--- config.mk ---
export PLATFORM = sky130hd
export DESIGN_NAME = uart_tx
export DESIGN_NICKNAME = d
export VERILOG_FILES = /design/src/rtl/uart_tx.sv
export SDC_FILE = /design/constraint.sdc
export NUM_CORES = 1
export LEC_CHECK = 0
export ABC_CLOCK_PERIOD_IN_PS = 4550
export CAP_MARGIN = 20
export CORE_MARGIN = 2
export CORE_UTILIZATION = 40
export DETAILED_ROUTE_END_ITERATION = 7
export GPL_TIMING_DRIVEN = 0
export PLACE_DENSITY_LB_ADDON = 0.08
export SYNTH_ARGS = -nofsm -noshare
export SYNTH_HDL_FRONTEND = slang
export SYNTH_SLANG_ARGS = --single-unit
--- constraint.sdc ---
create_clock -name sys_clk -period 4.55 [get_ports sys_clk]
set_input_delay 0.455 -clock sys_clk [delete_from_list [all_inputs] [get_ports sys_clk]]
set_output_delay 0.455 -clock sys_clk [all_outputs]
set_load 0.02 [all_outputs]
--- src/rtl/uart_tx.sv ---
// -----------------------------------------------------------------------------
// uart_tx -- serial UART transmitter (8 data bits, LSB first, optional parity,
// one or two stop bits). A one-entry holding register takes the next byte
// while a frame is on the line, so consecutive frames leave no idle gap.
//
// Parameters
//   UART_BPS    baud rate
//   CLK_FREQ    sys_clk frequency in Hz; one bit lasts CLK_FREQ/UART_BPS cycles
//   PARITY_EN   1: a parity bit follows data bit 7
//   PARITY_ODD  0: even parity (^data), 1: odd parity (~^data)
//   STOP_BITS   1 or 2
//
// Ports
//   sys_clk    in   system clock, all logic on posedge
//   sys_rst_n  in   asynchronous reset, active low
//   pi_flag    in   one-cycle strobe, pi_data valid
//   pi_data    in   [7:0] byte to send
//   tx         out  serial line, idle high, registered
//   tx_busy    out  high while a frame (start .. last stop) is on the line
//   tx_ready   out  high while the holding register is empty
//   tx_done    out  one-cycle pulse in the last cycle of the final stop bit
//   fsm_state  out  [2:0] current FSM state (IDLE=0 START=1 DATA=2 PARITY=3
//                   STOP=4), for debug and checkers
//
// Handshake: a byte is taken on every posedge where pi_flag && tx_ready.
// When tx_ready is low a strobe is dropped with no effect; pi_data is only
// looked at when pi_flag is high.
// -----------------------------------------------------------------------------
module uart_tx #(
  parameter int UART_BPS   = 'd9600,
  parameter int CLK_FREQ   = 'd50_000_000,
  parameter bit PARITY_EN  = 1'b0,
  parameter bit PARITY_ODD = 1'b0,
  parameter int STOP_BITS  = 1
) (
  input  logic       sys_clk,
  input  logic       sys_rst_n,
  input  logic       pi_flag,
  input  logic [7:0] pi_data,
  output logic       tx,
  output logic       tx_busy,
  output logic       tx_ready,
  output logic       tx_done,
  output logic [2:0] fsm_state
);

  localparam int          BAUD_CNT_MAX = CLK_FREQ / UART_BPS;
  localparam logic [15:0] BAUD_LAST    = 16'(BAUD_CNT_MAX - 1);
  // Index of the final stop bit in stop_cnt (stop_cnt only ever counts 0..1).
  localparam logic        STOP_LAST    = (STOP_BITS == 2) ? 1'b1 : 1'b0;

  typedef enum logic [2:0] {
    S_IDLE   = 3'd0,
    S_START  = 3'd1,
    S_DATA   = 3'd2,
    S_PARITY = 3'd3,
    S_STOP   = 3'd4
  } state_t;

  state_t      state_q, state_d;
  logic [15:0] baud_cnt_q, baud_cnt_d;
  logic [2:0]  bit_cnt_q, bit_cnt_d;
  logic        stop_cnt_q, stop_cnt_d;
  logic [7:0]  shift_q, shift_d;
  logic        par_q, par_d;
  logic [7:0]  hold_q, hold_d;
  logic        hold_full_q, hold_full_d;
  logic        tx_q, tx_d;

  logic baud_end;
  logic last_stop;
  logic frame_end;
  logic accept;

  function automatic logic calc_parity(input logic [7:0] d);
    return PARITY_ODD ? ~^d : ^d;
  endfunction

  assign baud_end  = (baud_cnt_q == BAUD_LAST);
  assign last_stop = (stop_cnt_q == STOP_LAST);
  assign frame_end = (state_q == S_STOP) && baud_end && last_stop;
  assign accept    = pi_flag && !hold_full_q;

  // ---------------------------------------------------------------------------
  // State and datapath registers
  // ---------------------------------------------------------------------------
  always_ff @(posedge sys_clk or negedge sys_rst_n) begin
    if (!sys_rst_n) begin
      state_q     <= S_IDLE;
      baud_cnt_q  <= '0;
      bit_cnt_q   <= '0;
      stop_cnt_q  <= 1'b0;
      shift_q     <= '0;
      par_q       <= 1'b0;
      hold_q      <= '0;
      hold_full_q <= 1'b0;
      tx_q        <= 1'b1;
    end else begin
      state_q     <= state_d;
      baud_cnt_q  <= baud_cnt_d;
      bit_cnt_q   <= bit_cnt_d;
      stop_cnt_q  <= stop_cnt_d;
      shift_q     <= shift_d;
      par_q       <= par_d;
      hold_q      <= hold_d;
      hold_full_q <= hold_full_d;
      tx_q        <= tx_d;
    end
  end

  // ---------------------------------------------------------------------------
  // Next-state logic. tx_d is the line level for the state being entered, so
  // tx changes on the same edge as the state and never glitches.
  // ---------------------------------------------------------------------------
  always_comb begin
    state_d     = state_q;
    baud_cnt_d  = baud_cnt_q;
    bit_cnt_d   = bit_cnt_q;
    stop_cnt_d  = stop_cnt_q;
    shift_d     = shift_q;
    par_d       = par_q;
    hold_d      = hold_q;
    hold_full_d = hold_full_q;
    tx_d        = tx_q;

    // The baud counter runs only inside a frame and wraps at the end of every
    // bit, so a back-to-back start bit begins with a fresh count.
    if (state_q == S_IDLE || baud_end) begin
      baud_cnt_d = '0;
    end else begin
      baud_cnt_d = baud_cnt_q + 16'd1;
    end

    case (state_q)
      S_IDLE: begin
        if (accept) begin
          shift_d = pi_data;
          par_d   = calc_parity(pi_data);
          state_d = S_START;
          tx_d    = 1'b0;
        end
      end

      S_START: begin
        if (baud_end) begin
          state_d   = S_DATA;
          bit_cnt_d = 3'd0;
          tx_d      = shift_q[0];
        end
      end

      S_DATA: begin
        if (baud_end) begin
          if (bit_cnt_q == 3'd7) begin
            if (PARITY_EN) begin
              state_d = S_PARITY;
              tx_d    = par_q;
            end else begin
              state_d    = S_STOP;
              stop_cnt_d = 1'b0;
              tx_d       = 1'b1;
            end
          end else begin
            // shift_q[0] is always the bit currently on the line.
            bit_cnt_d = bit_cnt_q + 3'd1;
            shift_d   = {1'b0, shift_q[7:1]};
            tx_d      = shift_q[1];
          end
        end
      end

      S_PARITY: begin
        if (baud_end) begin
          state_d    = S_STOP;
          stop_cnt_d = 1'b0;
          tx_d       = 1'b1;
        end
      end

      S_STOP: begin
        if (baud_end) begin
          if (last_stop) begin
            if (hold_full_q) begin
              // Queued byte goes straight out; the line never returns idle.
              shift_d     = hold_q;
              par_d       = calc_parity(hold_q);
              hold_full_d = 1'b0;
              state_d     = S_START;
              tx_d        = 1'b0;
            end else if (accept) begin
              // A strobe landing on the very last cycle bypasses the holding
              // register for the same no-gap result.
              shift_d = pi_data;
              par_d   = calc_parity(pi_data);
              state_d = S_START;
              tx_d    = 1'b0;
            end else begin
              state_d = S_IDLE;
              tx_d    = 1'b1;
            end
          end else begin
            stop_cnt_d = 1'b1;
          end
        end
      end

      default: begin
        state_d = S_IDLE;
        tx_d    = 1'b1;
      end
    endcase

    // Mid-frame strobe: park the byte until the current frame ends.
    if (accept && (state_q != S_IDLE) && !frame_end) begin
      hold_d      = pi_data;
      hold_full_d = 1'b1;
    end
  end

  assign tx        = tx_q;
  assign tx_busy   = (state_q != S_IDLE);
  assign tx_ready  = !hold_full_q;
  assign tx_done   = frame_end;
  assign fsm_state = state_q;

endmodule
==> results.toml <==
[cells_and_area]
seq_area_mm2 = 0.001002
num-fill-cells = 496
areaGrowthSynthToFinish_pct = 15.99
diodes = 0
final_cell_area_mm2 = 0.002415
final_common_cell = "dfrtp_1"
multi_input_area_mm2 = 0.001020
fin_nets = 237
final_cell_mix = "39 x dfrtp_1, 16 x nor2_1, 16 x clkdlybuf4s50_1"
drive_above_1_share_pct = 11.61

[die]
start_util_pct = 41.03
rows = 26
die_w_um = 76.15
die_area_mm2 = 0.005798
dieHeight_um = 76.15
io_pins = 18
core-area_mm2 = 0.005075

[routing]
firstDrtPassIters = 4
ant_nets = 0
drc_errors = 0
wl_per_cell_um = 15.24
drt-total-wl_um = 4481
num_vias = 1625
vias_per_cell = 5.527
dr.first_iter.drc_count = 149

[placed_design]
gp_congestion = 0.8588
hpwl_um = 3155
io_buffers = 17
postPlaceCellArea_mm2 = 0.002335

[global_route]
grt_max_degree = 41
antenna_found_initial = 0
grt_usage_pct = 16.87
overflow = 0
first_global_vias = 1609
grt_pass1_wl_um = 7948

[logic_synthesis]
ys_warn_count = 0
synth_top_flop_cell = "dfrtp_1"
synth.distinct_cells = 47
synthCells = 199
synth.net_count = 213
synth-async-reset-ratio_pct = 100.0
syn_area_mm2 = 0.002082
ys_ff_latch = 40
synth_edf_count = 0
yosysSeqAreaShare_pct = 48.14
avgSynthCellArea_um2 = 10.46

[sta]
timing.fmax_mhz = 333.2
period_needed_ns = 3.001
maxSlewHeadroom_pct = 25.66
setup_tns_ns = 0
rsz0062_at_grt = "no"
slew_viol_final = 0
worst_slew_pin_slew_ns = 1.098
hold_violations = 0
setup_violations = 0
min_period_over_period_pct = 65.96
skew_ns = 0.01206

[worst_setup_path]
crit_type = "flip-flop to output port"
cp.required_ns = 4.09
critical_path.max_fanout = 5
crit_path_end_kind = "output port"
startpoint_type = "flip-flop"
cp.arrival_ns = 2.55

[clock_tree]
numCtsBuffers = 5
cts_hold_repair.buffers = 0
cts_setup_buffers = 0
cts_root_buf = "clkbuf_8"
clkSlewWorstSetupHoldPaths_ns = 0.08
htree_levels = 2
cts-resized-gates = 0
cts_tree = "done"
clk_latency_ns = 0.28
clkSinkCount = 40
clockBufferDepth = 2

[pwr]
cellPowerDensity_mw_per_mm2 = 246.8
irDropWorstVdd_uv = 152.2
p_leak_uw = 0.0009971

[flow_run]
drv_cap = 0

[worst_hold_path]
min_path_type = "input port to asynchronous set/reset pin"

[run_status]
status = "complete, no violations"
==> registers in the layout, summed over array words and instances, names as in the netlist <==
register / flops
baud_cnt_q: 16
bit_cnt_q: 3
fsm_state: 3
shift_q: 8
hold_q: 8
tx: 1
hold_full_q: 1
==> power breakdown <==
group | switching [µW] | internal [µW] | total (µW)
Sequential | 0 | 355 | 355
Combinational | 8.84 | 7.34 | 16.2
Clock | 115 | 109 | 224
==> cell type report <==
cell class | count | area share [%]
inverter | 3 | 0.4663
tap | 70 | 3.627
multi-input combinational | 145 | 42.23
buffer | 11 | 2.021
timing repair buffer | 17 | 6.839
sequential | 40 | 41.50
clock buffer | 8 | 3.316
==> per-stage QoR <==
| stage | power (µW) | utilization [%] | cells | hold slack [ns] | worst slack, ns |
|---|---|---|---|---|---|
| finish | 596.0 | 47.58 | 294 | 0.2866 | 1.549 |
| global placement | 379.3 | 46.10 | 286 | 0.4466 | 1.563 |
| CTS | 609.5 | 47.58 | 294 | 0.3280 | 1.527 |
| floorplan | 362.6 | - | 199 | 0.1594 | 2.515 |
| detailed placement | 379.3 | 46.01 | 286 | 0.4575 | 1.570 |
| global route | 625.8 | 47.58 | 294 | 0.3464 | 1.432 |
==> logic make-up (layout without fill, tap and decap cells) <==
logic type | Yosys count | in the layout | synth area share (%)
buf+inv | 14 | 39 | 2.884
mux | 10 | 10 | 5.409
simple gates | 70 | 70 | 19.77
xor+xnor | 12 | 12 | 5.048
compound gates | 50 | 50 | 16.95
flops | 40 | 40 | 48.14
fa+ha+maj | 3 | 3 | 1.803
==> synthesized netlist by cell type, drive strengths merged (2+ instances only) <==
| cell | count | area share [%] |
|---|---|---|
| nor2 | 16 | 2.9 |
| xnor2 | 6 | 2.5 |
| nand3 | 7 | 1.7 |
| a22oi | 6 | 2.2 |
| a21oi | 8 | 1.9 |
| o21ai | 12 | 2.9 |
| a21o | 2 | 0.72 |
| o31ai | 2 | 0.72 |
| and3 | 4 | 1.2 |
| or4 | 2 | 0.72 |
| ha | 3 | 1.8 |
| buf | 2 | 0.72 |
| clkbuf | 9 | 1.6 |
| nand2 | 13 | 2.5 |
| nor3b | 2 | 1.3 |
| xor2 | 6 | 2.5 |
| nand4 | 4 | 1.2 |
| nor4 | 4 | 1.5 |
| a22o | 12 | 5.0 |
| inv | 3 | 0.54 |
| nor3 | 3 | 0.72 |
| or3 | 3 | 0.90 |
| and2 | 2 | 0.60 |
| mux2 | 10 | 5.4 |
| dfrtp | 39 | 47 |
| o41ai | 2 | 1.2 |
==> path summary, 6_finish.rpt <==
check	startpoint	to	slack [ns]	cells after the start
worst max-delay path	baud_cnt_q[11]	tx_done	1.55	4
worst min-delay path	sys_rst_n	hold_full_q	0.29	1
worst max register to register	hold_full_q	hold_q[7]	2.18	5
worst min register to register	baud_cnt_q[0]	baud_cnt_q[0]	0.46	1
max in group asynchronous	sys_rst_n	baud_cnt_q[15]	3.71	1
min in group sys_clk	baud_cnt_q[0]	baud_cnt_q[0]	0.46	1
==> critical path, stage by stage (launching register included) <==
cell and delay, ns:
dfrtp_1 0.44, or4b_4 0.60, nor4_2 0.41, and2_1 0.21, clkdlybuf4s50_1 0.60
==> per-layer routing <==
layer  track usage [%]  wire length, µm  vias up  part of all wire (%)
li1                  -                -      789                     -
met1             24.35             2220      805                    50
met2             25.62             2066       29                    46
met3             3.673              165        2                   3.7
met4             4.909               29        0                  0.65
met5                 0                0        -                     0
No activity file was read; power rests on OpenSTA's default activity.
